[config.mk]
export PLATFORM = sky130hd
export DESIGN_NAME = mux8_scan_ctrl
export DESIGN_NICKNAME = d
export VERILOG_FILES = /design/src/rtl/mux8_scan_ctrl.sv
export SDC_FILE = /design/constraint.sdc
export NUM_CORES = 1
export LEC_CHECK = 0
export BUFFER_PORTS_ARGS = -buffer_cell sky130_fd_sc_hd__buf_4
export CAP_MARGIN = 20
export CORE_UTILIZATION = 59
export DETAILED_ROUTE_END_ITERATION = 8
export GPL_TIMING_DRIVEN = 1
export HOLD_SLACK_MARGIN = 0.12
export PLACE_DENSITY = 0.82
export SLEW_MARGIN = 20
export SYNTH_ARGS = -nofsm -noshare
export SYNTH_HDL_FRONTEND = slang
export SYNTH_SLANG_ARGS = --single-unit
[constraint.sdc]
create_clock -name clk -period 4.9 [get_ports clk]
set_input_delay 0.98 -clock clk [delete_from_list [all_inputs] [get_ports clk]]
set_output_delay 0.98 -clock clk [all_outputs]
set_load 0.02 [all_outputs]
[src/rtl/mux8_scan_ctrl.sv]
// Scan controller for the mux8 select: steps sel over all 8 channels, samples
// mux_y after a configurable dwell, and hands the assembled frame out on valid/ready.
//
// state | meaning
// ------+--------------------------------------------------------------
// IDLE  | waiting for start; sel parked at 0
// SCAN  | stepping sel 0..7, DWELL cycles per channel, capturing mux_y
// HOLD  | frame presented on data with valid=1 until ready
module mux8_scan_ctrl #(
    parameter int unsigned DWELL = 2
) (
    input  logic       clk,
    input  logic       rst_n,
    input  logic       start,
    input  logic       mux_y,
    input  logic       ready,
    output logic [2:0] sel,
    output logic       busy,
    output logic [7:0] data,
    output logic       valid
);

    typedef enum logic [1:0] {
        S_IDLE = 2'd0,
        S_SCAN = 2'd1,
        S_HOLD = 2'd2
    } state_t;

    localparam logic [3:0] CNT_LAST = 4'(DWELL - 1);

    state_t     r_state, w_state_nxt;
    logic [2:0] r_sel,   w_sel_nxt;
    logic [3:0] r_cnt,   w_cnt_nxt;
    logic [7:0] r_cap,   w_cap_nxt;
    logic [7:0] r_data,  w_data_nxt;
    logic       r_valid, w_valid_nxt;
    logic       r_busy,  w_busy_nxt;

    always_ff @(posedge clk or negedge rst_n) begin
        if (!rst_n) begin
            r_state <= S_IDLE;
            r_sel   <= 3'd0;
            r_cnt   <= 4'd0;
            r_cap   <= 8'h00;
            r_data  <= 8'h00;
            r_valid <= 1'b0;
            r_busy  <= 1'b0;
        end else begin
            r_state <= w_state_nxt;
            r_sel   <= w_sel_nxt;
            r_cnt   <= w_cnt_nxt;
            r_cap   <= w_cap_nxt;
            r_data  <= w_data_nxt;
            r_valid <= w_valid_nxt;
            r_busy  <= w_busy_nxt;
        end
    end

    always_comb begin
        w_state_nxt = r_state;
        w_sel_nxt   = r_sel;
        w_cnt_nxt   = r_cnt;
        w_cap_nxt   = r_cap;
        w_data_nxt  = r_data;
        w_valid_nxt = r_valid;

        case (r_state)
            S_IDLE: begin
                if (start) begin
                    w_state_nxt = S_SCAN;
                    w_sel_nxt   = 3'd0;
                    w_cnt_nxt   = 4'd0;
                end
            end
            S_SCAN: begin
                if (r_cnt == CNT_LAST) begin
                    w_cap_nxt[r_sel] = mux_y;
                    w_cnt_nxt        = 4'd0;
                    if (r_sel == 3'd7) begin
                        // Last channel goes straight into the frame; r_cap[7] is not yet updated.
                        w_data_nxt  = {mux_y, r_cap[6:0]};
                        w_sel_nxt   = 3'd0;
                        w_valid_nxt = 1'b1;
                        w_state_nxt = S_HOLD;
                    end else begin
                        w_sel_nxt = r_sel + 3'd1;
                    end
                end else begin
                    w_cnt_nxt = r_cnt + 4'd1;
                end
            end
            S_HOLD: begin
                if (ready) begin
                    w_valid_nxt = 1'b0;
                    if (start) begin
                        w_state_nxt = S_SCAN;
                        w_sel_nxt   = 3'd0;
                        w_cnt_nxt   = 4'd0;
                    end else begin
                        w_state_nxt = S_IDLE;
                    end
                end
            end
            default: begin
                w_state_nxt = S_IDLE;
                w_sel_nxt   = 3'd0;
                w_cnt_nxt   = 4'd0;
                w_valid_nxt = 1'b0;
            end
        endcase

        w_busy_nxt = (w_state_nxt == S_SCAN);
    end

    assign sel   = r_sel;
    assign busy  = r_busy;
    assign data  = r_data;
    assign valid = r_valid;

endmodule

Word-level counts from Yosys, hierarchy flattened
Index checks and enable logic that the tools add are counted.
Storage, ports and cells
  register bits after elaboration: 27
  bits in latches: 0
  memory bits (writable): 0
  bits in read-only memories: 0
  input port bits: 5
  output and inout bits: 13
  word-level logic and storage cells: 48
  memories kept: 0
Cells by class
  add/subtract/negate cells: 2
  multipliers: 0
  div/mod/pow operators: 0
  order comparisons: 2
  eq/ne operators: 8
  shift-type cells: 0
  muxes and demuxes: 22
  bitwise gates (word level): 1
  reduce and logical (&&, ||, !) cells: 6
Operator list (number)
  2-to-1 mux 3 bit: 4
  2-to-1 mux 4 bit: 3
  one-hot mux 4 bit (3 select lines): 1
  one-hot mux 3 bit (3 select lines): 1
  bitwise mux 8 bit: 1
  2-to-1 mux 2 bit: 4
  != test 2 bit (second input constant): 3
  one-hot mux 2 bit (3 select lines): 1
  2-to-1 mux 1 bit: 5
  adder 4 x 1 -> 4 bit (second input constant): 1
  equality test 2 x 1 -> 1 bit (second input constant): 2
  equality test 4 x 1 -> 1 bit (second input constant): 1
  < comparator 3 x 4 -> 1 bit (second input constant): 1
  AND reduction 2 bit: 2
  AND reduction 4 bit: 1
  adder 3 x 1 -> 3 bit (second input constant): 1
  demux 1 bit (select 3 bit): 1
  equality test 3 bit (second input constant): 1
  greater-or-equal comparator 3 x 1 -> 1 bit (second input constant): 1
  one-hot mux 1 bit (3 select lines): 1
  AND reduction 3 bit: 1
  equality test 2 bit (second input constant): 1
  logical NOT 2 bit: 1
  logical AND 1 bit: 1
  NOT 1 bit: 1

Logic depth before layout (Yosys ltp)
Gate-level depths: netlist (run 1).
  word-level depth: 5
  depth in mapped cells: 6
  depth with buffers taken out: 5

Least setup slack after synthesis (run 1)
Ideal clock, no wire load.
  kind: reg-to-reg
  start: reg r_sel[1] (netlist: sel[1])
  end: reg r_data[0] (netlist: data[0])
  library setup time: 0.125 ns
  arrival: 1.648 ns
  data required time: 4.775 ns
  setup slack: 3.128 ns
  stages on the path, launching flop included: 6
  buffers on the path: 0
  clock period less this slack: 1.772 ns
  path through: dfrtp_1 ha_1 ha_1 nor2b_1 nand4_2 mux2_2
Between the ends
  cells in the longest elaborated chain, start to end: 2
RTL lines
  from (decl): line 32  | logic [2:0] r_sel, w_sel_nxt;
  from (signal assigned): line 50  | r_sel <= w_sel_nxt;
  equality test 3 bit: line 79  | if (r_sel == 3'd7) begin
  AND reduction 3 bit (no source line)
  to (signal assigned): line 53  | r_data <= w_data_nxt;
  to (decl): line 35  | logic [7:0] r_data, w_data_nxt;
No other way between the ends.
A chain may end at the register's enable or synchronous reset.

Worst setup path after layout (run 1)
  start: reg r_sel[1] (netlist: sel[1])
  end: out sel[1]
RTL lines
  to (decl): line 17  | output logic [2:0] sel,
No word-level cell between the ends.

==> results of run 1 <==
-- layer usage --
layer,vias to the layer above,global-route usage (%),share of wire (%)
met5,-,0,0
met4,0,11.7,2.1
met3,5,2.64,3.8
met2,20,33.5,50
met1,419,27.5,44
li1,401,-,-
-- area by class of cell --
cell class                 count  area [sq um]
clock buffer                   3          22.5
fill                         162           576
inverter                       4          15.0
multi-input combinational     66           537
sequential                    26           651
tap                           27          33.8
timing repair buffer          17           128
-- worst register-to-register path: cells and delay by family (launching register included) --
| family | cells | cell delay (ps) |
|---|---|---|
| adders and majority gates | 2 | 430 |
| muxes | 1 | 390 |
| DFF | 1 | 520 |
| and+or+nand+nor | 2 | 510 |
-- Yosys cell counts (all sizes together) (3+ instances only) --
cell type / number
a211o: 3
and3: 3
buf: 4
dfrtp: 26
ha: 4
inv: 4
mux2: 15
nand2: 7
nand3: 3
nor2b: 4
-- metrics by stage --
stage	setup slack, ps	total power [mW]	std cells	utilization, %
floorplan	3130	0.581	100	-
global placement	2940	0.646	140	69.5
detailed placement	2890	0.662	140	69.5
CTS	2880	0.747	143	70.7
global route	2820	0.799	143	70.7
finish	2880	0.741	143	70.7
-- power breakdown --
group / internal, mW / total [mW] / switching [mW]
registers: 0.290 / 0.364 / 0.0737
clock network: 0.0288 / 0.0857 / 0.0569
logic: 0.149 / 0.292 / 0.143
total: 0.468 / 0.741 / 0.273
-- worst max path at each step --
| stage | startpoint | to | slack [ps] | depth (start not counted) |
|---|---|---|---|---|
| global route | sel[0] | sel[0] | 2820 | 1 |
| finish | sel[1] | sel[1] | 2880 | 1 |
| floorplan | sel[1] | data[0] | 3130 | 5 |
| global placement | ready | r_cnt[2] | 2940 | 4 |
| detailed placement | ready | r_cnt[2] | 2890 | 4 |
| CTS | sel[0] | sel[0] | 2880 | 1 |
-- sequential cells by signal, indices dropped and copies added, names as in the netlist --
register and cells:
busy 1, r_cnt 4, r_cap 7, sel 3, r_state 2, valid 1
data 8
-- logic make-up (layout without fill, tap and decap cells) --
group                      after synthesis  after routing  share of synthesized area (%)
AOI/OAI and AO/OA                       14             14                           8.71
xor gates and xnor gates                 1              1                          0.709
adders and majority gates                4              4                           4.05
buffers and inverters                    8             24                           3.85
DFF                                     26             26                           52.7
muxes                                   15             15                           13.7
and+or+nand+nor                         32             32                           16.3
==> summary.md, run 1 <==
TritonCTS built the clock tree. From bottom edge to top edge, the die measures 47.8 um. Pin count of the biggest net entering global routing: 27.

In this run the critical register-to-register path is launched from sel[1]. Setup repair after global routing left no endpoint under its margin. The wire length of the first global-routing pass is 3.35 mm, and the post-CTS setup-driven buffer insertion count is 0. The total count of max-transition violations in the final report came out at 0. The clock net in this run drives a total of 26 sinks. For this run, the slowest stage of the critical path takes 520 ps. The routed length per instance was 14.1 um.

Leaving out fill and tap cells, the most frequent cells in the layout are sky130_fd_sc_hd__dfrtp_1 (26), sky130_fd_sc_hd__buf_4 (17), sky130_fd_sc_hd__mux2_2 (15). The count of cells along the worst register-to-register path works out to 5. The fraction of post-synthesis cell area in the top cell type by area works out to 52.7%.

The flow ran to the end, and the final reports show no timing, DRC or antenna violations. After clock tree synthesis, the repair step resized 0 gates. The async set-or-reset flop fraction in the synthesized netlist is 100%. The worst setup path is captured at an output port. Across the run, the number of max-cap violations was 0. The layout-stage area growth over the synthesis result works out to 12.3%. The routed design could run at a clock period as short as 2020 ps. The number of global-route vias before repair is 804, and the final setup skew is 5.43 ps. The post-route fraction of the period consumed by the critical path is 41.2%. Setup slack on the worst reg-to-reg path comes out at 2960 ps.

In this run, post-CTS hold repair placed 0 buffers. The largest vdd supply drop was 0.290 mV. Counting every instance in the synthesized netlist gives 100.

The min-delay analysis places its worst path in the category flop to flop. Yosys mapped a number of flops with a built-in enable equal to 0. STA classifies the critical path startpoint as a flop. The tools report the worst hold endpoint as valid. At the later pin of the worst-skew pair, clock insertion delay measures 310 ps. The initial antenna violation count is 0. In this run the remaining antenna-violating nets after routing total 0. The tree is rooted in a sky130_fd_sc_hd__clkbuf_4. The number of warning messages in the yosys log was 0; the worst hold margin was 490 ps. The total count of hold-check failures in the final report is 0, and the distinct cell type count of the synthesized netlist is 31. The tools report the number of levels the H-tree was split into as 1.

The post-route DRC violation count came out at 0. The clock passes through at most 2 buffers. The mean post-synth cell area is 12.3 sq um. For the pin with the worst max-slew slack, the measured transition is 468 ps.

After synthesis the netlist holds a flip-flop and latch count of 26. Summed over all failing endpoints, the final setup total negative slack is 0 ps. The core area was 0.00196 sq mm; the timing-limited maximum frequency was 495 MHz. Path type of the worst setup path: flop to output port.

The combined area of all synthesized cells was 0.00123 sq mm. The arrival time at the worst endpoint came out at 1040 ps. The sum of buffers and inverters on the critical path is 1.

The dominant register cell in the synthesized netlist is sky130_fd_sc_hd__dfrtp_1. The die outline width is 47.8 um, and the worst slew margin relative to its limit is 68.8%. Number of buffers inserted during clock tree synthesis: 3.

The floorplan has 16 rows. Clock-pin slew was measured on the worst setup and hold paths at 130 ps. The final weighted congestion of routability-driven global placement is 0.862. Detailed placement ended at an HPWL of 1.46 mm. The worst hold path was traced through 2 stages. After synthesis, the cell types taking the most area are sky130_fd_sc_hd__dfrtp_1 (53%), sky130_fd_sc_hd__mux2_2 (14%), sky130_fd_sc_hd__ha_1 (4.1%).

In this design, the largest share of critical-path delay is due to flip-flops. Dividing the detail-routed via count by the number of cells gives 5.91. The initial DRC count came out at 17.

The endpoint identified for the worst register-to-register timing path is data[6]. Leaving out fill and tap cells, the most frequent cell in the layout is sky130_fd_sc_hd__dfrtp_1. Of all nets on the critical path, the largest fanout is 9. In this run the most critical hold path is launched from valid. Initial core utilization: 62.9%. For the required time at the worst-slack endpoint, the log shows 3920 ps.

The final cell area excluding filler cells is 0.00139 sq mm. The tools report the total vias in the final route as 845. For the standby leakage power, the log shows 0.698 nW. Setup violations remaining at the end of the flow were counted as 0. In this run the tool buffered the top-level ports with 17 buffer cells. Power spread over the standard cell area amounts to 535 mW/mm^2. For the post-layout net count, the log shows 127.

In the final layout, the share of cells above drive strength 1 is 33.6%. The critical path goes through buf_4. The cell with the biggest individual delay on the critical path is sky130_fd_sc_hd__dfrtp_1. After global routing the overflow that remains totals 0. Die area: 0.00228 sq mm. Summing all placed instances gives a cell area of 0.00136 sq mm. For this block, the routed nets add up to 2.01 mm of wire. The antenna diode count came out at 0. The dominant cell type by area after synthesis was sky130_fd_sc_hd__dfrtp_1. For this design the top-level I/O count stands at 18. The tools report the overall track demand over capacity in global routing as 20.9%. The number of iterations in the first detailed-routing pass came out at 4. Sequential elements use 52.7% of the synthesized area.

Synthesis produced a netlist with a net count of 109.
No activity file was read; power rests on OpenSTA's default activity.
==> inputs of run 2 (changes only) <==
--- a/config.mk
+++ b/config.mk
@@ -5,13 +5,14 @@
 export SDC_FILE = /design/constraint.sdc
 export NUM_CORES = 1
 export LEC_CHECK = 0
+export ABC_AREA = 1
 export BUFFER_PORTS_ARGS = -buffer_cell sky130_fd_sc_hd__buf_4
 export CAP_MARGIN = 20
-export CORE_UTILIZATION = 59
+export CORE_UTILIZATION = 50
 export DETAILED_ROUTE_END_ITERATION = 8
 export GPL_TIMING_DRIVEN = 1
 export HOLD_SLACK_MARGIN = 0.12
-export PLACE_DENSITY = 0.82
+export PLACE_DENSITY = 0.74
 export SLEW_MARGIN = 20
 export SYNTH_ARGS = -nofsm -noshare
 export SYNTH_HDL_FRONTEND = slang
==> constraint.sdc (replaced) <==
create_clock -name clk -period 1.8 [get_ports clk]
set_input_delay 0.36 -clock clk [delete_from_list [all_inputs] [get_ports clk]]
set_output_delay 0.36 -clock clk [all_outputs]
set_load 0.02 [all_outputs]
==> run 2 against run 1 <==
Net effect: first-iteration DRC count is the same; synthesized cell count is 49% higher; die area is 18% higher; power rose to 3.1 times the previous value; critical path depth rose by 6; clock skew fell by 2.9 ps; core utilization is 7.7 points lower; final cell count is 37% higher; hold slack got worse by 180 ps.
==> summary.md, run 2 <==
The flow ran to the end, and the final reports show no timing, DRC or antenna violations. The die is 51.9 um wide. The combined area of all synthesized cells is 0.00125 sq mm. Before antenna repair, the detailed router went through 4 iterations.

Traced cell by cell, the critical path runs through ha_1, ha_2, inv_1, nand2_1, nand3_1, nand2_1, nand2_1. The die area was 0.00270 sq mm. For the distinct cell type count of the synthesized netlist, the log shows 21. Sequential element share of the synthesized area: 52.2%. The timing-limited maximum frequency was 658 MHz.

The count of flip-flops with a built-in enable after synthesis came out at 0. Clock skew on the completed layout was measured at 2.58 ps. Dividing total power by cell area gives a power density of 1580 mW/mm^2.

The initial antenna violation count was 0; the number of clock sinks was 26. The longest clock path from root to sink contains 2 buffers. For the number of global-route vias before repair, the log shows 936.

The number of levels the H-tree was split into is 1, and the global route total overflow is 0. The clock-pin slew of the registers on the worst-case setup and hold paths came out at 130 ps. For this design, the slowest cell found on the critical path is sky130_fd_sc_hd__dfrtp_1.

The most frequent cell after synthesis is sky130_fd_sc_hd__nand2_1. The kind of cell with the highest combined delay along the critical path is flip-flops. The setup-violating endpoint count in the final report was 0.

The floorplan step set the die height to 51.9 um. Total negative setup slack: 0 ps. The detailed router placed 985 vias in this run.

The final critical path takes up 84.4% of the cycle. For this configuration, the core starts out at a cell density of 54.8%. For the required time at the worst-slack endpoint, the log shows 2020 ps. The wire-length estimate of the detail-placed layout is 1.61 mm. In this run the mean area of a mapped cell was 8.36 sq um. In this run the worst path has a maximum fanout of 10. Summed over all layers, the routed wires come to 2.21 mm. The area growth from synthesis to layout is 15.1%. TritonCTS built the clock tree. Subtracting the final worst setup slack from the clock period gives 1520 ps. The first global-routing pass estimated 4.02 mm of wire. For the pin with the worst max-slew slack, the measured transition is 337 ps.

In the layout the commonest cells are sky130_fd_sc_hd__nand2_1 (64), sky130_fd_sc_hd__dfrtp_1 (26), sky130_fd_sc_hd__nand3_1 (20). The maximum single-stage delay on the critical path is 510 ps. The cell count after synthesis came out at 149.

In the synthesized netlist the dominant register cell turns out to be sky130_fd_sc_hd__dfrtp_1. The run gives 0 as the total count of hold-check failures in the final report. For this run, the number of Yosys warnings is 0. Across the VDD grid, the largest voltage drop is 0.955 mV. The area of the multi-input gates was 537 sq um; the post-layout net count was 178.

The tightest hold path in the finished design has a slack of 307 ps. The total number of placement rows is 17. The number of placed instances, taps included, is 191. The register with the most flip-flops in the layout has 8 of them. The library cell used most frequently in the layout, excluding fill and tap cells, is sky130_fd_sc_hd__nand2_1.

The count of buffers added on input and output ports is 17. The tools report the I/O pin count as 18. The synthesized net count came out at 158. Setup repair after global routing left no endpoint under its margin. The number of clock buffers added by TritonCTS is 3.

The dominant cell type by area after synthesis is sky130_fd_sc_hd__dfrtp_1. After the first detailed-routing iteration, the DRC count stood at 17. The analysis attributes to cell leakage a power of 0.750 nW.

The worst setup path is captured at a flop. Global routing used 20.2% of the available tracks. After the flow finishes, the layout carries non-filler instances totaling 196. The final weighted congestion of routability-driven global placement was 0.784; the minimum setup slack after placement was 193 ps.

The critical path is of the flop to flop type. Area taken by flip-flops and latches: 651 sq um. For the worst setup path, the data arrival time is 1740 ps.

For the worst-skew pair, the clock arrives at the later sink with an insertion delay of 320 ps. After filler insertion, the fill cell instance count of the layout stands at 204. Clock tree synthesis selected as its root buffer the cell sky130_fd_sc_hd__clkbuf_4.

The commonest cells after synthesis are sky130_fd_sc_hd__nand2_1 (64), sky130_fd_sc_hd__dfrtp_1 (26), sky130_fd_sc_hd__nand3_1 (20). The tool flagged a number of max-cap violations equal to 0. The pin count of the biggest net entering global routing is 27. The flip-flop and latch count after synthesis is 26, and the async set-or-reset flop fraction in the synthesized netlist is 100%.

The core area is 0.00228 sq mm. The cell with the most instances on the worst path is sky130_fd_sc_hd__nand2_1. The total count of max-transition violations in the final report came out at 0.

Of the cells placed in the final design, the portion with a size suffix greater than 1 is 17.3%. The tightest min-delay check is of the input pin to flop type. The worst pin sits at a relative slew slack of 77.3%. The post-route core utilization came out at 63.0%.

The final critical-path setup slack is 281 ps. The tools report the sort of element at the start of the critical path as a flop. The sum of buffers and inverters on the critical path is 1, and the routed length per instance is 11.3 um. Ranked by total cell area, the synthesized netlist is headed by sky130_fd_sc_hd__dfrtp_1 (52%), sky130_fd_sc_hd__nand2_1 (19%), sky130_fd_sc_hd__nand3_1 (8.0%).

Of the post-synthesis cell area, the dominant cell type holds 52.2%. For this run, design rule violations remaining after detail routing come to 0. The final antenna-violating net count is 0, and the antenna diode count is 0. Dividing the detail-routed via count by the number of cells gives 5.03.
## run 2: cell types whose count changed after synthesis, moves of 3 or more
cell	delta
sky130_fd_sc_hd__nor2b_1	-4
sky130_fd_sc_hd__nand2_1	+57
sky130_fd_sc_hd__nand3_1	+17
sky130_fd_sc_hd__mux2_2	-15
sky130_fd_sc_hd__a211o_1	-3
sky130_fd_sc_hd__nor2_1	+8
sky130_fd_sc_hd__and3_1	-3
## run 2: worst min-delay path: cells and delay by family
family,cells,cell delay (ps)
buffers and inverters,1,90
and+or+nand+nor,2,150
## run 2: cell type report
type | instances | share of cell area [%]
clock buffer | 4 | 2.53
multi-input combinational | 111 | 37.4
tap | 28 | 2.44
sequential | 26 | 45.4
inverter | 8 | 2.09
timing repair buffer | 19 | 10.1
## run 2: path summary, 6_finish.rpt
path	startpoint	endpoint	slack, ps	cells after the start
min reg2reg	data[4]	data[4]	490	2
min in group asynchronous	rst_n	r_state[1]	460	2
max	sel[0]	valid	280	7
max reg2reg	sel[0]	valid	280	7
min	ready	r_state[1]	310	3
max in group asynchronous	rst_n	r_cnt[2]	1090	2
## run 2: power breakdown
group          switching (mW)  internal, mW
clock                   0.165         0.124
sequential              0.182         0.812
combinational           0.582         0.397
total                   0.929          1.33
## run 2: timing repair
| item | CTS | global route |
|---|---|---|
| hold endpoints to repair | 26 | 0 |
| hold buffers | 1 | 0 |
| gates resized for setup | 0 | 1 |
| setup endpoints to repair | 0 | 1 |
| buffers inserted | 0 | 0 |
## run 2: per-stage QoR
| step | cell area, sq um | power [mW] |
|---|---|---|
| floorplan | 1250 | 1.69 |
| global placement | 1390 | 1.95 |
| detailed placement | 1390 | 1.99 |
| CTS | 1430 | 2.28 |
| global route | 1430 | 2.47 |
| finish | 1430 | 2.26 |
## run 2: cell families (layout without fill, tap and decap cells)
kind of cell / after synthesis / in the layout / share of synthesized area, %
and+or+nand+nor: 99 / 99 / 34.5
adders and majority gates: 4 / 4 / 4.02
AOI/OAI and AO/OA: 6 / 6 / 2.91
xor gates and xnor gates: 2 / 2 / 1.41
DFF: 26 / 26 / 52.2
buffers and inverters: 12 / 31 / 4.92
## run 2: layer usage
| metal | share of wire, % | track usage, % |
|---|---|---|
| met5 | 0 | 0 |
| met4 | 1.9 | 9.46 |
| met3 | 2.4 | 2.63 |
| met2 | 43 | 31.4 |
| met1 | 53 | 27.7 |
==> inputs of run 3 (changes only) <==
--- a/config.mk
+++ b/config.mk
@@ -8,11 +8,11 @@
 export ABC_AREA = 1
 export BUFFER_PORTS_ARGS = -buffer_cell sky130_fd_sc_hd__buf_4
 export CAP_MARGIN = 20
-export CORE_UTILIZATION = 50
+export CORE_UTILIZATION = 55
 export DETAILED_ROUTE_END_ITERATION = 8
 export GPL_TIMING_DRIVEN = 1
 export HOLD_SLACK_MARGIN = 0.12
-export PLACE_DENSITY = 0.74
+export PLACE_DENSITY = 0.77
 export SLEW_MARGIN = 20
 export SYNTH_ARGS = -nofsm -noshare
 export SYNTH_HDL_FRONTEND = slang
==> constraint.sdc (replaced) <==
create_clock -name clk -period 1.56 [get_ports clk]
set_input_delay 0.312 -clock clk [delete_from_list [all_inputs] [get_ports clk]]
set_output_delay 0.312 -clock clk [all_outputs]
set_load 0.02 [all_outputs]
==> run 3 against run 2 <==
Net effect: non-clock buffer count grew 4; first-iteration DRC count decreased by 41%; clock power rose by 60%; via count grew 2.1%; global-route usage up 1.9 points; clock skew up 1.8 ps; wire length is 4.3% higher; power up 25%; largest power group is now combinational cells.
==> summary.md, run 3 (synthesized netlist as in run 2, its figures left out) <==
The logs give 18 for the I/O pin count and 0.00149 sq mm for the final cell area excluding filler cells. For the pin with the worst max-slew slack, the measured transition is 350 ps. 0 antenna diodes ended up in the layout. The tools report the total count of max-transition violations in the final report as 0. In this run the vertical extent of the chip is 49.6 um. The setup slack of the most critical reg-to-reg path was 160 ps; the flip-flop count of the largest register after layout was 8. Total negative setup slack: 0 ps. The post-route netlist has 18.6% of its cells at a drive strength greater than 1. Across every metal layer, demand over resource in global routing totals 22.0%. Measured on the finished design, the core utilization comes to 72.9%. The standby leakage power is 0.783 nW, and the initial antenna violation count is 0.

Summed over all nets, the half-perimeter wirelength after detailed placement is 1.73 mm. The sum of routed wire length over all layers is 2.30 mm. TritonCTS built the clock tree. The total count of hold-check failures in the final report is 0, and the total power is 2.83 mW. For the initial core utilization, the log shows 61.0%. In the final routed layout, each cell accounts on average for 11.6 um.

The final critical-path required period works out to 1400 ps. For the number of levels the H-tree was split into, the log shows 1. The global route total overflow is 0. After the first detailed-routing iteration, the DRC count stood at 10. The die outline width works out to 49.6 um.

Kind of end point of the critical path: a flop. The number of clock buffers added by TritonCTS is 3. In the layout the commonest cells are sky130_fd_sc_hd__nand2_1 (64), sky130_fd_sc_hd__dfrtp_1 (26), sky130_fd_sc_hd__buf_4 (21). In the routed layout, each cell is associated on average with a via count of 5.06. The run gives 1790 ps as the required time at the worst-slack endpoint. Timing would allow up to 714 MHz. CTS placed an instance of sky130_fd_sc_hd__clkbuf_4 at the clock tree root. Counting every sink on the clock net gives 26. Port buffering added 17 buffers. The tools report the number of iterations in the first detailed-routing pass as 4.

Setup repair after global routing left no endpoint under its margin. VDD sags by at most 1.25 mV. The logs give 34.0% for the met2 track utilization from global routing and 1630 ps for the arrival time at the worst endpoint.

The type of the most critical hold path was input pin to flop. The largest individual stage delay along the critical path comes from the cell sky130_fd_sc_hd__dfrtp_1. The number of global-route vias before repair is 911, and the worst hold margin is 267 ps.

The worst setup path is of the flop to flop kind. No sink is reached through more buffers than the 2 on the longest clock path. The post-route DRC violation count came out at 0.

Startpoint of the tightest hold check path: ready. Cell with the most instances on the worst path: sky130_fd_sc_hd__nand2_1. The run gives 0.00141 sq mm as the post-place instance area.

The flow ran to the end, and the final reports show no timing, DRC or antenna violations. After global routing, the most crowded layer is met2. The count of cells along the worst register-to-register path is 7.

The worst register-to-register path ends at valid. The area growth from synthesis to layout is 19.5%. For the worst-skew pair, the clock arrives at the later sink with an insertion delay of 320 ps. The minimum setup slack after placement was 122 ps; the number of max-cap violations was 0. The final critical path takes up 89.8% of the cycle. Global routing used 31.6% of the available met1 tracks. The count of cells in the finished layout, fillers not included, comes to 199. Walking the worst path, the cells encountered are ha_1, ha_1, inv_1, nand2_1, nand3_1, nand2_1, nand2_1.

The maximum fanout along the worst path came out at 6. The worst hold endpoint is r_state[1]. The final weighted congestion of routability-driven global placement was 0.803. The final route contains 1006 vias.

The worst slew margin relative to its limit was 76.4%; the pin count of the biggest net entering global routing was 27. The maximum single-stage delay on the critical path works out to 410 ps. The power per unit of standard cell area was 1900 mW/mm^2; the wire length of the first global-routing pass was 4.09 mm. The startpoint identified for the worst register-to-register timing path is sel[1]. For the final database, setup skew stands at 4.33 ps. The global routing usage on met3 was 3.70%. The floorplan step defined a die boundary enclosing 0.00246 sq mm. The final antenna-violating net count came out at 0.

After clock tree synthesis, the clock-pin slew on the worst setup and hold paths is 140 ps. Setup violations remaining at the end of the flow were counted as 0. Counting instances, the worst hold path has a depth of 3. The post-layout net count was 182; the post-cts sizing count was 0. In this run, placement finished with an instance count of 192. Leaving out fill and tap cells, the most frequent cell in the layout is sky130_fd_sc_hd__nand2_1. The final critical-path setup slack was 160 ps. Core area: 0.00204 sq mm.

Sort of element at the start of the critical path: a flop. Total number of placement rows: 16.
run 3: critical path, delay by kind of cell, from the launching register on:
kind          cells  cell delay, ps
buf+inv           1             120
fa+ha+maj         2             430
flops             1             410
simple gates      4             340
run 3: cell type report:
cell class              count  area [sq um]
clock buffers               3          22.5
clock inverters             1          30.0
fillers                   159           553
inverters                   8          30.0
multi-input cells         111           534
flip-flops and latches     26           651
well taps                  27          33.8
repair buffers             23           188
run 3: metal layers:
metal / wire [um] / vias up / share of wire [%]
met2: 1030 / 14 / 45
met5: 0 / - / 0
met1: 1180 / 466 / 51
met3: 71 / 4 / 3.1
met4: 21 / 0 / 0.91
li1: - / 522 / -
run 3: repair_timing:
| action | in CTS | in global routing |
|---|---|---|
| endpoints found under the setup margin | 0 | 1 |
| hold endpoints to repair | 26 | 0 |
| hold buffers | 1 | 0 |
| buffers inserted | 0 | 2 |
run 3: how the worst max path moves through the flow:
stage / startpoint / end / slack (ps) / depth (start not counted)
after floorplan: sel[0] / valid / 80 / 8
after global placement: sel[1] / valid / 150 / 7
after detailed placement: sel[1] / valid / 120 / 7
after CTS: sel[1] / valid / 100 / 7
after global routing: r_cnt[1] / r_cap[1] / 40 / 8
final: sel[1] / valid / 160 / 7
run 3: report_power, final:
part | internal (mW) | switching [mW]
clock | 0.260 | 0.203
sequential | 0.935 | 0.188
combinational | 0.526 | 0.719
